$ cat config.mk
export PLATFORM = sky130hd
export DESIGN_NAME = pc_unit
export DESIGN_NICKNAME = d
export VERILOG_FILES = /design/src/rtl/cpu_pkg.sv /design/src/rtl/pc_next_mux.sv /design/src/rtl/pc_unit.sv
export SDC_FILE = /design/constraint.sdc
export NUM_CORES = 1
export LEC_CHECK = 0
export CAP_MARGIN = 20
export CORE_MARGIN = 3
export CORE_UTILIZATION = 30
export DETAILED_ROUTE_END_ITERATION = 8
export GPL_TIMING_DRIVEN = 0
export PLACE_DENSITY = 0.61
export SLEW_MARGIN = 20
export SYNTH_ARGS = -nofsm -noshare
export SYNTH_HDL_FRONTEND = slang
export SYNTH_SLANG_ARGS = --single-unit
$ cat constraint.sdc
create_clock -name clk -period 2.35 [get_ports clk]
set_input_delay 0.47 -clock clk [delete_from_list [all_inputs] [get_ports clk]]
set_output_delay 0.47 -clock clk [all_outputs]
set_load 0.1 [all_outputs]
$ cat src/rtl/cpu_pkg.sv
// rtl/cpu_pkg.sv - shared control-flow constants and helpers for the core
//
// Contents:
//   NADDR_DEF / DEPTH_DEF / NDW_DEF  default address width, stack depth, depth-counter width
//   pc_act_e                         control-flow action chosen for the executing instruction
//   next_seq_addr()                  sequential successor of an address, wrapping at 2^naddr
//   depth_width_ok()                 true when the depth counter can hold 0..depth
package cpu_pkg;

    localparam int NADDR_DEF = 7;
    localparam int DEPTH_DEF = 3;
    localparam int NDW_DEF   = 2;

    typedef enum logic [2:0] {
        ACT_SEQ      = 3'd0,
        ACT_RET      = 3'd1,
        ACT_RET_UNF  = 3'd2,
        ACT_CALL     = 3'd3,
        ACT_CALL_OVF = 3'd4,
        ACT_BRANCH   = 3'd5
    } pc_act_e;

    function automatic logic [31:0] next_seq_addr(input logic [31:0] addr, input int naddr);
        logic [31:0] mask;
        mask = (32'd1 << naddr) - 32'd1;
        return (addr + 32'd1) & mask;
    endfunction

    function automatic bit depth_width_ok(input int depth, input int ndw);
        return ndw == $clog2(depth + 1);
    endfunction

endpackage

$ cat src/rtl/pc_next_mux.sv
// rtl/pc_next_mux.sv - combinational redirect priority and next-PC select
//
// Ports:
//   en_i, flush_i                 stage enable and shadow-slot squash
//   call_i, ret_i, jmp_i, jz_i    decoded control-flow of the executing instruction
//   zero_i                        accumulator-zero flag for jz
//   depth_i                       current stack occupancy
//   pc_i, pc_ex_i                 fetch address and executing-instruction address
//   target_i, stk_top_i           branch destination and top-of-stack return address
//   next_pc_o, redirect_o         selected next fetch address, taken control transfer
//   push_o, pop_o, stk_in_o       stack strobes and return address to push
//   set_ovf_o, set_unf_o          overflow / underflow events this cycle
module pc_next_mux
    import cpu_pkg::*;
#(
    parameter int NADDR = NADDR_DEF,
    parameter int DEPTH = DEPTH_DEF,
    parameter int NDW   = NDW_DEF
) (
    input  logic             en_i,
    input  logic             flush_i,
    input  logic             call_i,
    input  logic             ret_i,
    input  logic             jmp_i,
    input  logic             jz_i,
    input  logic             zero_i,
    input  logic [NDW-1:0]   depth_i,
    input  logic [NADDR-1:0] pc_i,
    input  logic [NADDR-1:0] pc_ex_i,
    input  logic [NADDR-1:0] target_i,
    input  logic [NADDR-1:0] stk_top_i,
    output logic [NADDR-1:0] next_pc_o,
    output logic             redirect_o,
    output logic             push_o,
    output logic             pop_o,
    output logic [NADDR-1:0] stk_in_o,
    output logic             set_ovf_o,
    output logic             set_unf_o
);

    pc_act_e          act;
    logic [NADDR-1:0] pc_seq;

    assign pc_seq   = NADDR'(next_seq_addr(32'(pc_i), NADDR));
    assign stk_in_o = NADDR'(next_seq_addr(32'(pc_ex_i), NADDR));

    // The shadow slot after a redirect is squashed, so its decode is ignored.
    always_comb begin
        act = ACT_SEQ;
        if (!flush_i) begin
            if (ret_i) begin
                act = (depth_i == '0) ? ACT_RET_UNF : ACT_RET;
            end else if (call_i) begin
                act = (depth_i == NDW'(DEPTH)) ? ACT_CALL_OVF : ACT_CALL;
            end else if (jmp_i || (jz_i && zero_i)) begin
                act = ACT_BRANCH;
            end
        end
    end

    always_comb begin
        next_pc_o  = pc_seq;
        redirect_o = 1'b0;
        push_o     = 1'b0;
        pop_o      = 1'b0;
        set_ovf_o  = 1'b0;
        set_unf_o  = 1'b0;
        case (act)
            ACT_RET: begin
                next_pc_o  = stk_top_i;
                redirect_o = 1'b1;
                pop_o      = en_i;
            end
            ACT_RET_UNF: begin
                set_unf_o = 1'b1;
            end
            ACT_CALL: begin
                next_pc_o  = target_i;
                redirect_o = 1'b1;
                push_o     = en_i;
            end
            // A full stack still takes the call; the return address is dropped.
            ACT_CALL_OVF: begin
                next_pc_o  = target_i;
                redirect_o = 1'b1;
                set_ovf_o  = 1'b1;
            end
            ACT_BRANCH: begin
                next_pc_o  = target_i;
                redirect_o = 1'b1;
            end
            default: ;
        endcase
    end

endmodule

$ cat src/rtl/pc_unit.sv
// rtl/pc_unit.sv - program counter, control-flow stage and subroutine-stack guard
//
// Ports:
//   clk, rst                      clock (rising edge), asynchronous active-high reset
//   en                            stage enable; low freezes all state and strobes
//   call, ret, jmp, jz, zero      decoded control-flow of the executing instruction
//   target                        branch / call destination
//   stk_top                       top-of-stack return address from the stack
//   stk_push, stk_pop, stk_in     combinational stack controls and push data
//   pc, pc_ex, flush              fetch address, executing address, squashed-slot flag
//   depth                         stack occupancy 0..DEPTH
//   ovf, unf                      sticky overflow / underflow flags
module pc_unit
    import cpu_pkg::*;
#(
    parameter int NADDR = NADDR_DEF,
    parameter int DEPTH = DEPTH_DEF,
    parameter int NDW   = NDW_DEF
) (
    input  logic             clk,
    input  logic             rst,
    input  logic             en,
    input  logic             call,
    input  logic             ret,
    input  logic             jmp,
    input  logic             jz,
    input  logic             zero,
    input  logic [NADDR-1:0] target,
    input  logic [NADDR-1:0] stk_top,
    output logic             stk_push,
    output logic             stk_pop,
    output logic [NADDR-1:0] stk_in,
    output logic [NADDR-1:0] pc,
    output logic [NADDR-1:0] pc_ex,
    output logic             flush,
    output logic [NDW-1:0]   depth,
    output logic             ovf,
    output logic             unf
);

    if (!depth_width_ok(DEPTH, NDW)) begin : g_bad_ndw
        $error("pc_unit: NDW must equal clog2(DEPTH+1)");
    end

    logic [NADDR-1:0] pc_q, pc_d;
    logic [NADDR-1:0] pc_ex_q;
    logic             flush_q, flush_d;
    logic [NDW-1:0]   depth_q, depth_d;
    logic             ovf_q, unf_q;
    logic             set_ovf, set_unf;

    pc_next_mux #(
        .NADDR(NADDR),
        .DEPTH(DEPTH),
        .NDW  (NDW)
    ) u_next (
        .en_i      (en),
        .flush_i   (flush_q),
        .call_i    (call),
        .ret_i     (ret),
        .jmp_i     (jmp),
        .jz_i      (jz),
        .zero_i    (zero),
        .depth_i   (depth_q),
        .pc_i      (pc_q),
        .pc_ex_i   (pc_ex_q),
        .target_i  (target),
        .stk_top_i (stk_top),
        .next_pc_o (pc_d),
        .redirect_o(flush_d),
        .push_o    (stk_push),
        .pop_o     (stk_pop),
        .stk_in_o  (stk_in),
        .set_ovf_o (set_ovf),
        .set_unf_o (set_unf)
    );

    always_comb begin
        depth_d = depth_q;
        if (stk_push) begin
            depth_d = depth_q + NDW'(1);
        end else if (stk_pop) begin
            depth_d = depth_q - NDW'(1);
        end
    end

    // Reset leaves flush set: synchronous instruction memory has nothing valid
    // for the first executing slot.
    always_ff @(posedge clk or posedge rst) begin
        if (rst) begin
            pc_q    <= '0;
            pc_ex_q <= '0;
            flush_q <= 1'b1;
            depth_q <= '0;
            ovf_q   <= 1'b0;
            unf_q   <= 1'b0;
        end else if (en) begin
            pc_q    <= pc_d;
            pc_ex_q <= pc_q;
            flush_q <= flush_d;
            depth_q <= depth_d;
            ovf_q   <= ovf_q | set_ovf;
            unf_q   <= unf_q | set_unf;
        end
    end

    assign pc    = pc_q;
    assign pc_ex = pc_ex_q;
    assign flush = flush_q;
    assign depth = depth_q;
    assign ovf   = ovf_q;
    assign unf   = unf_q;

endmodule

==> results <==
- The run finished with clean final reports.
- Leaving out fill and tap cells, the most frequent cells in the layout are clkdlybuf4s50_1 (27), nor2_1 (12), dfrtp_1 (10).
- The first TritonRoute pass finished after 4 iterations.
- The number of standard cells in the layout, taps in and fillers out is 229.
- Once detailed placement completed, the half-perimeter wirelength came to 2590 um.
- Registers take 503 um2.
- The number of buffers inserted by port buffering is 49.
- The placer congestion estimate is 0.873.
- Synthesis handed over a netlist of 128 instances.
- The dominant register cell in the synthesized netlist is dfrtp_1.
- Setup violations remaining at the end of the flow were counted as 0.
- The simple-gate share of the synthesized area is 23.6%.
- In this run the number of H-tree levels came out at 1.
- The share of the synthesized netlist area taken by xor and xnor gates is 3.67%.
- Buffers inserted to repair hold after CTS numbered 0.
- Yosys printed 0 warnings.
- The path class of the tightest hold or removal check is flip-flop to flip-flop.
- After detailed routing, the total wire length is 3260 um.
- The data arrival at the endpoint of the critical path is 1.82 ns.
- STA classifies the critical path startpoint as a flip-flop.
- The worst clock skew is 0.00563 ns.
- The via count of the first global-routing pass came to 1197.
- After detailed placement, the total cell area comes to 1900 um2.
- After detailed placement, the design holds a cell count of 225.
- The number of enable flip-flop cells after synthesis is 0.
- The area growth from synthesis to layout is 63.7%.
- Of all cell types, the one taking the most synthesized area is dfrtp_1.
- Setup repair after global routing left no endpoint under its margin.
- The deepest clock path buffer count is 2.
- The routed layout has 1176 vias.
- After floorplanning, the core was divided into 22 placement rows.
- By area the synthesized netlist is led by dfrtp_1 (38%), mux2_2 (5.7%), nor2_1 (4.7%), nor3_1 (2.9%), o21ai_0 (2.9%).
- The main combinational cell family by area after synthesis is simple AND/OR/NAND/NOR gates.
- The root cell of the clock tree is clkbuf_8.
- The CTS clock-pin slew for the worst setup and hold paths is 0.08 ns.
- The repair_antennas step left the layout with diodes totalling 0.
- At the worst endpoint, the required time is 1.88 ns.
- The floorplan die width is 69.0 um.
- Among cell families on the critical path, the largest total delay comes from buffers and inverters.
- For this run, the register share of the synthesized area comes to 40.0%.
- The routed length per placed instance is 14.2 um.
- The post-route netlist has 27.6% of its cells at a drive strength greater than 1.
- The max-slew violation count came to 0.
- The global-route usage over all layers is 14.1%.
- After Yosys synthesis, full adders, half adders and majority gates account for 2.10% of the synthesized area.
- The number of sinks on the clock net is 19.
- The number of antenna violations at the first check in global routing is 0.
- In this run the tightest slew margin relative to its limit is 35.0%.
- For this run, design rule violations remaining after detail routing come to 0.
- The number of distinct library cells after synthesis is 48.
- The actual slew at the worst max-slew pin is 0.972 ns.
- Leaving out fill and tap cells, the most frequent cell in the layout is clkdlybuf4s50_1.
- The critical path goes through clkdlybuf4s50_1.
- The fmax is 0.437 GHz.
- The net count of the finished layout is 206.
- The slowest stage of the critical path is the clkdlybuf4s50_1 cell.
- With fillers left out, the area of the finished cells amounts to 1950 um2.
- Of all nets on the critical path, the largest fanout is 4.
- The TritonCTS clock tree is built.
- The number of nets in the synthesized netlist is 152.
- The share of the cycle needed by the critical path after routing is 97.4%.
- The area of the die is 4770 um2.
- The worst stage delay on the critical path is 1.13 ns.
- In this run, the number of DRC markers left after iteration 0 of detailed routing was 20.
- The average vias per placed instance is 5.14.
- The core region is 3740 um2.
- Summing the areas of all compound-gate instances in the mapped netlist gives 19.8% of the synthesized area.
- Together, buffers and inverters on the worst path number 1.
- The first global-routing pass estimated 5630 um of wire.
- The count of max-cap constraint violations is 0.
- The final critical-path required period is 2.29 ns.
- After synthesis, the share of cell area in mux cells is 5.67%.
- The number of buffers created by CTS is 3.
- Entering global routing, the biggest net connects 20 pins.
- Summed over all layers, the global routing overflow is 0.
- The average size of a mapped cell is 9.32 um2.
- In this run the biggest area consumer among cell types represents 37.8% of the synthesized area.
- Measured along the y axis, the die boundary spans 69.0 um.
- Once the clock tree was built, the setup fixing pass inserted 0 buffers.
- The critical path is of the flip-flop to primary output type.
- For this configuration, the core starts out at a cell density of 31.9%.
- The number of top-level pins is 50.
- The register bit total from synthesis is 19.
- The post-route antenna net violation count is 0.
- The total count of hold-check failures in the final report was 0.
- The multi-input combinational cells in the finished layout cover a total of 777 um2.
- STA classifies the critical path endpoint as a primary output.
- The filler cells instantiated in the layout total 366.
- The source-to-sink clock delay at the later pin of the worst-skew pair is 0.26 ns.
- The share of synthesized flip-flops with an asynchronous set or reset is 100%.
- Summing every instance area after synthesis gives 1190 um2.
layout make-up:
class,count,area share [%]
Clock inverter,1,0.256
Multi-Input combinational cell,97,39.8
Tap cell,48,3.08
Timing Repair Buffer,49,25.1
Sequential cell,19,25.8
Clock buffer,3,2.12
Buffer,6,2.69
Inverter,6,1.15
per-layer routing:
layer | part of all wire [%] | GRT usage (%) | wire (um)
met4 | 1.4 | 4.77 | 45
met5 | 0 | 0 | 0
met1 | 45 | 17.6 | 1460
met3 | 5.0 | 2.77 | 164
met2 | 49 | 24.0 | 1580
through the flow:
| step | TNS, ns | utilization [%] | hold WS (ns) | setup slack (ns) |
|---|---|---|---|---|
| after floorplan | -0.0802 | - | 0.420 | -0.0802 |
| after global placement | -3.00 | 50.7 | 0.457 | -0.947 |
| after detailed placement | -3.07 | 50.7 | 0.449 | -0.978 |
| after CTS | 0 | 51.9 | 0.476 | 0.000548 |
| after global routing | 0 | 52.1 | 0.491 | 0.00887 |
| final | 0 | 52.1 | 0.472 | 0.0618 |
cells by family (layout without fill, tap and decap cells):
kind of cell               Yosys count  in the layout
xor gates and xnor gates             5              5
muxes                                6              6
buffers and inverters               12             65
AOI/OAI and AO/OA                   32             32
DFF                                 19             19
adders and majority gates            2              2
and+or+nand+nor                     52             52
repair_timing:
action	in CTS	in global routing
pin swaps	0	0
gates cloned	0	0
endpoints found under the setup margin	16	9
resized for setup	48	11
path summary, 6_finish.rpt:
kind                            startpoint  endpoint  slack, ns  cells after the start
worst max-delay path              pc_ex[0]  pc_ex[0]       0.06                      1
min in group asynchronous              rst     pc[4]       0.64                      2
worst min-delay path                   ovf       ovf       0.47                      1
worst max register to register    depth[1]     pc[3]       0.66                      5
max in group asynchronous              rst  depth[1]       1.15                      2
worst min register to register         ovf       ovf       0.47                      1
flip-flops by register name, summed over array words and instances (netlist names):
register and cells:
depth 2, flush 1, ovf 1, pc 7
pc_ex 7, unf 1
cells in the mapped netlist (2+ instances only):
library cell   n
ha_1           2
inv_1          6
a211oi_1       2
nor2_1        15
nand3_1        6
buf_4          2
or2b_1         2
clkbuf_1       2
nand2_1        8
a21oi_1        4
xor2_1         3
xnor2_1        2
mux2_2         6
nor3_1         7
o21ai_0        7
nand2b_1       4
and2_1         2
dfrtp_1       18
Power is not shown: default switching activity piles up to over one toggle a cycle in this logic, so the estimate is an artifact.
